## src/rtl/axonerve_kvs_rtl_example_axi_read_master.sv

```systemverilog
// AXI4 read master for the KVS RTL kernel: splits a (base, byte count) job into INCR bursts,
// caps outstanding ARs and forwards R beats unbuffered as an AXI4-Stream.
module axonerve_kvs_rtl_example_axi_read_master #(
    parameter int unsigned C_M_AXI_ADDR_WIDTH = 64,
    parameter int unsigned C_M_AXI_DATA_WIDTH = 512,
    parameter int unsigned C_XFER_SIZE_WIDTH  = 32,
    parameter int unsigned C_BURST_LEN        = 64,
    parameter int unsigned C_MAX_OUTSTANDING  = 16
) (
    input  logic                          ap_clk,
    input  logic                          ap_rst_n,
    input  logic                          ctrl_start,
    output logic                          ctrl_done,
    input  logic [C_M_AXI_ADDR_WIDTH-1:0] ctrl_addr_offset,
    input  logic [C_XFER_SIZE_WIDTH-1:0]  ctrl_xfer_size_in_bytes,
    output logic                          m_axi_arvalid,
    input  logic                          m_axi_arready,
    output logic [C_M_AXI_ADDR_WIDTH-1:0] m_axi_araddr,
    output logic [7:0]                    m_axi_arlen,
    input  logic                          m_axi_rvalid,
    output logic                          m_axi_rready,
    input  logic [C_M_AXI_DATA_WIDTH-1:0] m_axi_rdata,
    input  logic                          m_axi_rlast,
    output logic                          m_axis_tvalid,
    input  logic                          m_axis_tready,
    output logic [C_M_AXI_DATA_WIDTH-1:0] m_axis_tdata,
    output logic                          m_axis_tlast
);

    localparam int unsigned AW          = C_M_AXI_ADDR_WIDTH;
    localparam int unsigned XW1         = C_XFER_SIZE_WIDTH + 1;
    localparam int unsigned BPB         = C_M_AXI_DATA_WIDTH / 8;
    localparam int unsigned LOG_BPB     = $clog2(BPB);
    localparam int unsigned LOG_BURST   = $clog2(C_BURST_LEN);
    localparam int unsigned BURST_BYTES = C_BURST_LEN * BPB;
    localparam int unsigned OW          = $clog2(C_MAX_OUTSTANDING + 1);

    typedef enum logic [1:0] {StIdle, StIssue, StDrain, StDone} state_t;

    state_t           state_q;
    logic             done_q;
    logic             arvalid_q;
    logic [AW-1:0]    araddr_q;
    logic [7:0]       arlen_q;
    logic [7:0]       last_arlen_q;
    logic [XW1-1:0]   bursts_left_q;
    logic [XW1-1:0]   total_beats_q;
    logic [XW1-1:0]   beats_rcvd_q;
    logic [OW-1:0]    outstanding_q;
    logic [OW-1:0]    outstanding_d;

    logic [XW1-1:0]   size_ext;
    logic [XW1-1:0]   beats_calc;
    logic [XW1-1:0]   bursts_calc;
    logic [XW1-1:0]   rem_calc;
    logic [8:0]       last_len_calc;
    logic [7:0]       last_arlen_calc;
    logic [AW-1:0]    start_addr;

    logic             active;
    logic             ar_hs;
    logic             job_r_hs;
    logic             rlast_hs;
    logic             final_beat;

    // Job sizing, evaluated combinationally and captured on an accepted start
    assign size_ext        = {1'b0, ctrl_xfer_size_in_bytes};
    assign beats_calc      = (size_ext + XW1'(BPB - 1)) >> LOG_BPB;
    assign bursts_calc     = (beats_calc + XW1'(C_BURST_LEN - 1)) >> LOG_BURST;
    assign rem_calc        = beats_calc - ((beats_calc >> LOG_BURST) << LOG_BURST);
    assign last_len_calc   = (rem_calc == '0) ? 9'(C_BURST_LEN) : 9'(rem_calc);
    assign last_arlen_calc = 8'(last_len_calc - 9'd1);
    assign start_addr      = ctrl_addr_offset & ~AW'(BPB - 1);

    assign active     = (state_q == StIssue) || (state_q == StDrain);
    assign ar_hs      = arvalid_q & m_axi_arready;
    assign job_r_hs   = active & m_axi_rvalid & m_axis_tready;
    assign rlast_hs   = job_r_hs & m_axi_rlast;
    assign final_beat = (beats_rcvd_q + XW1'(1)) == total_beats_q;

    // Simultaneous AR issue and burst completion leaves the count unchanged
    always_comb begin
        outstanding_d = outstanding_q;
        if (ar_hs && !rlast_hs) begin
            if (outstanding_q != OW'(C_MAX_OUTSTANDING)) begin
                outstanding_d = outstanding_q + OW'(1);
            end
        end else if (!ar_hs && rlast_hs) begin
            if (outstanding_q != '0) begin
                outstanding_d = outstanding_q - OW'(1);
            end
        end
    end

    always_ff @(posedge ap_clk or negedge ap_rst_n) begin
        if (!ap_rst_n) begin
            state_q       <= StIdle;
            done_q        <= 1'b0;
            arvalid_q     <= 1'b0;
            araddr_q      <= '0;
            arlen_q       <= '0;
            last_arlen_q  <= '0;
            bursts_left_q <= '0;
            total_beats_q <= '0;
            beats_rcvd_q  <= '0;
            outstanding_q <= '0;
        end else begin
            done_q <= 1'b0;
            unique case (state_q)
                StIdle: begin
                    if (ctrl_start) begin
                        if (ctrl_xfer_size_in_bytes == '0) begin
                            state_q <= StDone;
                            done_q  <= 1'b1;
                        end else begin
                            state_q       <= StIssue;
                            araddr_q      <= start_addr;
                            arlen_q       <= (bursts_calc == XW1'(1)) ? last_arlen_calc
                                                                      : 8'(C_BURST_LEN - 1);
                            last_arlen_q  <= last_arlen_calc;
                            bursts_left_q <= bursts_calc;
                            total_beats_q <= beats_calc;
                            beats_rcvd_q  <= '0;
                            outstanding_q <= '0;
                        end
                    end
                end
                StIssue: begin
                    outstanding_q <= outstanding_d;
                    if (job_r_hs) begin
                        beats_rcvd_q <= beats_rcvd_q + XW1'(1);
                    end
                    if (ar_hs) begin
                        bursts_left_q <= bursts_left_q - XW1'(1);
                        araddr_q      <= araddr_q + AW'(BURST_BYTES);
                        arlen_q       <= (bursts_left_q == XW1'(2)) ? last_arlen_q
                                                                    : 8'(C_BURST_LEN - 1);
                    end
                    // Raise or re-raise arvalid only while a slot is free after this cycle
                    if (ar_hs && (bursts_left_q == XW1'(1))) begin
                        state_q   <= StDrain;
                        arvalid_q <= 1'b0;
                    end else if (!arvalid_q || ar_hs) begin
                        arvalid_q <= (outstanding_d < OW'(C_MAX_OUTSTANDING));
                    end
                end
                StDrain: begin
                    outstanding_q <= outstanding_d;
                    if (job_r_hs) begin
                        beats_rcvd_q <= beats_rcvd_q + XW1'(1);
                        if (final_beat) begin
                            state_q <= StDone;
                            done_q  <= 1'b1;
                        end
                    end
                end
                StDone: begin
                    state_q <= StIdle;
                end
                default: begin
                    state_q <= StIdle;
                end
            endcase
        end
    end

    assign ctrl_done     = done_q;
    assign m_axi_arvalid = arvalid_q;
    assign m_axi_araddr  = araddr_q;
    assign m_axi_arlen   = arlen_q;

    assign m_axi_rready  = m_axis_tready;
    assign m_axis_tvalid = m_axi_rvalid;
    assign m_axis_tdata  = m_axi_rdata;
    assign m_axis_tlast  = active & final_beat;

endmodule

```

## config.mk

```make
export PLATFORM = sky130hd
export DESIGN_NAME = axonerve_kvs_rtl_example_axi_read_master
export DESIGN_NICKNAME = d
export VERILOG_FILES = /design/src/rtl/axonerve_kvs_rtl_example_axi_read_master.sv
export SDC_FILE = /design/constraint.sdc
export NUM_CORES = 1
export LEC_CHECK = 0
export ABC_AREA = 1
export CORE_AREA = 10 10 461 463
export DETAILED_ROUTE_END_ITERATION = 12
export DIE_AREA = 0 0 471 473
export GPL_TIMING_DRIVEN = 0
export PLACE_DENSITY = 0.36
export SLEW_MARGIN = 20
export SYNTH_ARGS = -nofsm -noshare
export SYNTH_HDL_FRONTEND = slang
export SYNTH_SLANG_ARGS = --single-unit
```

## constraint.sdc

```tcl
create_clock -name ap_clk -period 3.84 [get_ports ap_clk]
set_clock_uncertainty 0.1 [all_clocks]
set_input_delay 0.768 -clock ap_clk [delete_from_list [all_inputs] [get_ports ap_clk]]
set_output_delay 0.768 -clock ap_clk [all_outputs]
set_load 0.005 [all_outputs]
```

==> metrics.md, run 1 <==
| Metric | Value |
|---|---|
| Most common cell after layout, fill and taps aside | `clkdlybuf4s50_1` |
| P&R area growth vs syn | `69.7%` |
| Drt total wl | `129000 um` |
| Worst Path Buf+Inv | `1` |
| Lkg Pwr | `11.7 nW` |
| Largest net degree at the start of global routing | `76` |
| Unique masters post-synth | `54` |
| CTS max path bufs | `2` |
| Post-synth EDFFs | `0` |
| # IOs | `1204` |
| VDD IR max | `0.352 mV` |
| Crit-path leading delay family | `simple AND/OR/NAND/NOR gates` |
| Critical path endpoint category | `primary output` |
| CORE AREA | `204000 um2` |
| Slew @ Worst Pin | `1150 ps` |
| Total track usage | `10.9%` |
| Fin area | `28100 um2` |
| Top-area cell type share of the netlist area | `26.6%` |
| FF+latch count, synth | `176` |
| Sequential area share after synthesis | `26.6%` |
| Crit-path cells | `ha_4, nand2_4, nor2_4, or2_2, nand2_2, or2_2, nand2_1, nor2_1, nand3_1, nor2_2, nand3_4, nor2_4, nand4_1, nor2_1, nand2_1, nor2_4, buf_6` |
| Antenna Violating Nets Remaining | `0` |
| Placed cell areas | `26800 um2` |
| Routed WL per cell | `21.9 um` |
| Drt drc | `0` |
| Final nets | `3780` |
| CP max-delay cell | `dfrtp_2` |
| Failing checks | `setup timing` |
| Placer congestion estimate | `0.843` |
| Critical path arrival | `2980 ps` |
| Min Tclk post-route | `3850 ps` |
| Slew headroom | `23.1%` |
| Syn Area/Cell | `6.85 um2` |
| TritonCTS Buffers | `17` |
| Fill count | `23400` |
| CTS HTree Levels | `4` |
| # rows | `166` |
| Final period utilization | `100%` |
| Total power | `0.0122 W` |
| Post-Syn Area | `16600 um2` |
| First-pass GRT wire length | `170000 um` |
| Area contributors post-synth | `dfrtp_1 27%, buf_4 24%, nand2_1 12%, nor2_1 5.9%, o21ai_0 4.7%` |
| TNS Setup | `-8.82 ps` |
| Port Buffers | `679` |
| Layout cells sized above 1 | `23.8%` |
| Die Width | `471 um` |
| Final worst slack | `-8.82 ps` |
| Die ar. | `223000 um2` |
| Post-layout util | `13.8%` |
| Clk Latency, worst-skew pair | `530 ps` |
| PwrDens | `432 nW/um2` |
| Total gr overflow | `0` |
| Commonest non-fill, non-tap cells in the layout | `675 x clkdlybuf4s50_1, 547 x buf_4, 503 x nand2_1` |
| Ys Warns | `0` |
| Min-delay worst type | `input port to async pin` |
| Final Max Slew Viols | `0` |
| Fin. Hold Viols | `0` |
| Drt pass-1 iters | `5` |
| Cell mode on critical path | `nor2_4` |
| Req. time, crit path | `2970 ps` |
| Initial core utilization | `8.14%` |
| Cell taking the most area after synthesis | `dfrtp_1` |
| CP peak stage delay | `450 ps` |
| RSZ-0062 raised after global routing | `true` |
| Root buf cell | `clkbuf_16` |
| Final HPWL DP | `116000 um` |
| Die Ht | `473 um` |
| Max Cap Viol | `0` |
| Outcome | `finished, violations left` |
| Synth async-reset ratio | `100%` |
| Fmax | `0.260 GHz` |
| Mapped Cells | `2420` |
| CP startpoint kind | `flip-flop` |
| Crit Path Class | `flip-flop to primary output` |
| Initial antenna violation count | `55` |
| Multi-input gate area | `7660 um2` |
| Register Area | `4410 um2` |
| Avg Vias per Cell | `3.14` |
| Pre-CTS WS | `-1280 ps` |
| First DRT Iteration DRCs | `915` |
| Dominant synthesized flop cell | `dfrtp_1` |
| Clock Pin Slew Worst Setup and Hold Paths | `90 ps` |
| CTS tree | `built` |
| Clk sink count | `176` |
| Worst Path Max Fanout | `6` |
| Endpoints failing setup | `1` |
| Vias post-DR | `18400` |
| Vias in the first global route | `19200` |
==> where the power goes <==
group          total [W]  switching (W)  internal (W)
logic            0.00690        0.00409       0.00280
clock network    0.00203        0.00111      0.000921
registers        0.00323       0.000719       0.00251
==> through the flow <==
stage	hold slack [ps]	std cells
6_report	61.7	5869
5_1_grt	78.7	5855
4_1_cts	59.2	5845
3_5_place_dp	360	5794
3_3_place_gp	356	5792
2_1_floorplan	338	2425
==> routing by layer <==
metal	track usage (%)	routed length, um	up-vias
li1	-	-	8733
met1	12.0	49800	8647
met2	19.6	64400	869
met3	4.61	12100	119
met4	2.14	2070	46
met5	0	301	-
==> kinds of logic after synthesis <==
logic type	after synthesis	share of synthesized area (%)
compound gates	271	9.20
xor+xnor	89	4.71
fa+ha+maj	12	0.906
buf+inv	778	29.5
flops	176	26.6
mux	1	0.0604
other cells	1	0.0226
simple gates	1092	29.0
==> layout make-up <==
cell class	count	area share (%)
Antenna cell	15	0.134
Buffer	570	14.7
Clock buffer	17	1.51
Clock inverter	15	0.792
Inverter	208	2.79
Multi-Input combinational cell	1471	27.2
Sequential cell	176	15.7
Tap cell	2688	12.0
Timing Repair Buffer	709	25.2
==> cells in the mapped netlist, drive strengths merged (3+ instances only) <==
library cell / n
a21o: 3
a21oi: 29
a31oi: 10
and2: 3
buf: 532
clkbuf: 38
dfrtp: 176
ha: 12
inv: 206
nand2: 540
nand3: 123
nand3b: 10
nand4: 46
nor2: 288
nor3: 54
nor4: 11
o211ai: 5
o21ai: 163
o221ai: 7
o22ai: 40
or2: 11
xnor2: 16
xor2: 73
==> path summary, 6_finish.rpt <==
check	from	to	slack, ps	depth (start not counted)
setup / recovery	beats_rcvd_q[1]$_DFFE_PN0P_	m_axis_tlast	-9	17
hold / removal	ap_rst_n	m_axi_araddr[25]$_DFFE_PN0P_	60	1
setup reg to reg	m_axi_araddr[12]$_DFFE_PN0P_	m_axi_araddr[56]$_DFFE_PN0P_	530	15
hold reg to reg	bursts_left_q[32]$_DFFE_PN0P_	bursts_left_q[32]$_DFFE_PN0P_	380	1
max in group asynchronous	ap_rst_n	beats_rcvd_q[5]$_DFFE_PN0P_	2410	3
min in group ap_clk	bursts_left_q[32]$_DFFE_PN0P_	bursts_left_q[32]$_DFFE_PN0P_	380	1
==> registers in the layout (all words and copies together), names as in the netlist <==
name and flops:
last_arlen_q 8, beats_rcvd_q 33, ctrl_done 1, m_axi_arvalid 1, outstanding_q 5, m_axi_araddr 58
bursts_left_q 33, state_q 2, m_axi_arlen 8, total_beats_q 27
==> what timing repair did <==
item,CTS,global route
buffers inserted,19,9
resized for setup,80,43
cloned,0,0
endpoints found under the setup margin,122,42
hold buffers,0,0
pin swaps,17,18
==> worst register-to-register path, stage by stage (launching register included) <==
cell	delay (ps)
dfrtp_1	430
ha_1	210
nand3_1	140
inv_1	90
nand2_1	140
nor2_1	250
nand3_1	190
nor3_2	220
nand2_1	140
nor2_1	220
nand2_1	180
nor2_1	360
nand3_1	170
xor2_1	180
nor2_1	90
o22ai_1	80
No activity file was read; power rests on OpenSTA's default activity.
==> run 2, diff against run 1 <==
--- a/config.mk
+++ b/config.mk
@@ -15,3 +15,4 @@
 export SYNTH_ARGS = -nofsm -noshare
 export SYNTH_HDL_FRONTEND = slang
 export SYNTH_SLANG_ARGS = --single-unit
+export TNS_END_PERCENT = 10
==> metrics.md, run 2 (synthesis results as in run 1) <==
| Metric | Value |
|---|---|
| Port Buffers | `679 (unchanged)` |
| First-pass GRT wire length | `170000 um (unchanged)` |
| Final Max Slew Viols | `0 (unchanged)` |
| Routed WL per cell | `21.9 um (about the same)` |
| Drt total wl | `129000 um (about the same)` |
| Total track usage | `10.9% (about the same)` |
| CTS HTree Levels | `4 (unchanged)` |
| Final nets | `3779 (-0.026%)` |
| Endpoints failing setup | `1 (unchanged)` |
| P&R area growth vs syn | `69.6% (about the same)` |
| RR Startpoint | `state_q[1]$_DFFE_PN0P_` |
| PwrDens | `432 nW/um2 (about the same)` |
| Min Tclk post-route | `3850 ps (+5.85 ps)` |
| Clock share of power | `16.7% (about the same)` |
| Vias in the first global route | `19200 (-0.021%)` |
| Die ar. | `223000 um2 (unchanged)` |
| Slew @ Worst Pin | `1020 ps (-129 ps)` |
| Fmax | `0.259 GHz (-0.15%)` |
| Placer congestion estimate | `0.843 (unchanged)` |
| Die Width | `471 um (unchanged)` |
| Sw Pwr | `0.00591 W (-0.15%)` |
| Initial antenna violation count | `55 (unchanged)` |
| Commonest non-fill, non-tap cells in the layout | `675 x clkdlybuf4s50_1, 547 x buf_4, 503 x nand2_1` |
| Largest net degree at the start of global routing | `76 (unchanged)` |
| Antenna Violating Nets Remaining | `0 (unchanged)` |
| Pint | `0.00624 W (about the same)` |
| CORE AREA | `204000 um2 (unchanged)` |
| Req. time, crit path | `2970 ps (about the same)` |
| Hold_ws | `61.7 ps (-0.0246 ps)` |
| Worst Path Max Fanout | `5 (-1)` |
| Fin. Hold Viols | `0 (unchanged)` |
| Max reg flops | `58 (unchanged)` |
| Initial core utilization | `8.14% (unchanged)` |
| Lkg Pwr | `11.7 nW (about the same)` |
| Crit Path Class | `flip-flop to primary output` |
| CTS max path bufs | `2 (unchanged)` |
| Critical path endpoint category | `primary output` |
| Slew headroom | `31.7% (+8.6 points)` |
| CP startpoint kind | `flip-flop` |
| Critical path arrival | `2990 ps (about the same)` |
| Total gr overflow | `0 (unchanged)` |
| Most common cell after layout, fill and taps aside | `clkdlybuf4s50_1` |
| Max Cap Viol | `0 (unchanged)` |
| RSZ-0062 raised after global routing | `true` |
| TritonCTS Buffers | `17 (unchanged)` |
| Sequential fraction of design power | `26.6% (about the same)` |
| Clock Pin Slew Worst Setup and Hold Paths | `90 ps (about the same)` |
| Avg Vias per Cell | `3.13 (-0.11%)` |
| Final period utilization | `100% (+0.15 points)` |
| # rows | `166 (unchanged)` |
| Switching share of power | `48.7% (about the same)` |
| Min-delay worst type | `input port to async pin` |
| VDD IR max | `0.353 mV (+0.20%)` |
| Final HPWL DP | `116000 um (unchanged)` |
| Failing checks | `setup timing` |
| Clk sink count | `176 (unchanged)` |
| Crit path from | `beats_rcvd_q[6]$_DFFE_PN0P_` |
| Drt pass-1 iters | `7 (+2)` |
| Clk Latency, worst-skew pair | `530 ps (about the same)` |
| Root buf cell | `clkbuf_16` |
| Outcome | `finished, violations left` |
| Vias post-DR | `18400 (-0.13%)` |
| TNS Setup | `-14.7 ps (-5.85 ps)` |
| Drt drc | `0 (unchanged)` |
| Layout cells sized above 1 | `23.7% (-0.056 points)` |
| Die Ht | `473 um (unchanged)` |
| First DRT Iteration DRCs | `910 (-0.55%)` |
| Comb pwr share | `56.7% (about the same)` |
| # IOs | `1204 (unchanged)` |
| CTS tree | `built` |
| Final worst slack | `-14.7 ps (-5.85 ps)` |
## run 2: timing repair
item	in CTS	in global routing
pin swaps	16	19
endpoints found under the setup margin	122	97
resized for setup	77	49
buffers inserted	17	10
hold buffers	0	0
## run 2: path summary, 6_finish.rpt
kind | endpoint | slack, ps | cells past startpoint
setup / recovery | m_axis_tlast | -10 | 18
hold / removal | m_axi_araddr[25]$_DFFE_PN0P_ | 60 | 1
setup reg to reg | bursts_left_q[7]$_DFFE_PN0P_ | 500 | 10
hold reg to reg | bursts_left_q[32]$_DFFE_PN0P_ | 380 | 1
max in group asynchronous | beats_rcvd_q[5]$_DFFE_PN0P_ | 2420 | 3
min in group ap_clk | bursts_left_q[32]$_DFFE_PN0P_ | 380 | 1
## run 2: cell type report
cell class,count,area (um2)
antenna,15,37.5
fill,23400,175000
sequential,176,4410
tap,2688,3360
clock buffer,17,425
buffer,570,4130
inverter,208,785
multi-input combinational,1471,7660
clock inverter,15,223
timing repair buffer,708,7070
## run 2: metrics by stage
step	power [W]	instances	cell area, um2	utilization (%)	setup WS, ps
finish	0.0121	5868	28100	13.8	-14.7
global route	0.0132	5854	28100	13.8	-203
detailed placement	0.0102	5794	26800	13.2	-1280
floorplan	0.00647	2425	16600	-	839
global placement	0.0102	5792	26700	13.1	-7340
CTS	0.0124	5843	27800	13.7	-168
## run 2: per-layer routing
metal  routed length (um)  GRT usage (%)
met1                50000           12.1
met2                64300           19.6
met3                12000           4.59
met4                 2200           2.14
met5                  301              0
## run 2: power groups by stage
| stage | clock network [W] | registers, W | logic [W] |
|---|---|---|---|
| after floorplan | 0 | 0.00306 | 0.00341 |
| after global placement | 0 | 0.00326 | 0.00698 |
| after detailed placement | 0 | 0.00326 | 0.00698 |
| after CTS | 0.00212 | 0.00324 | 0.00706 |
| after global routing | 0.00218 | 0.00334 | 0.00765 |
| final | 0.00202 | 0.00323 | 0.00689 |
## run 2: worst max-delay path, cell delays in order, from the launching register on
cell and delay [ps]:
dfrtp_1 440, buf_4 140, nand2_2 90, nor2_4 160, nand3_2 100, inv_1 60
nand2_1 50, nand2_1 130, nand2_1 140, nand2_1 110, nand3_1 80, nor2_2 140
nand3_4 100, nor2_4 110, nand4_1 80, nor2_1 130, nand2_1 110, nor2_4 130
buf_6 150
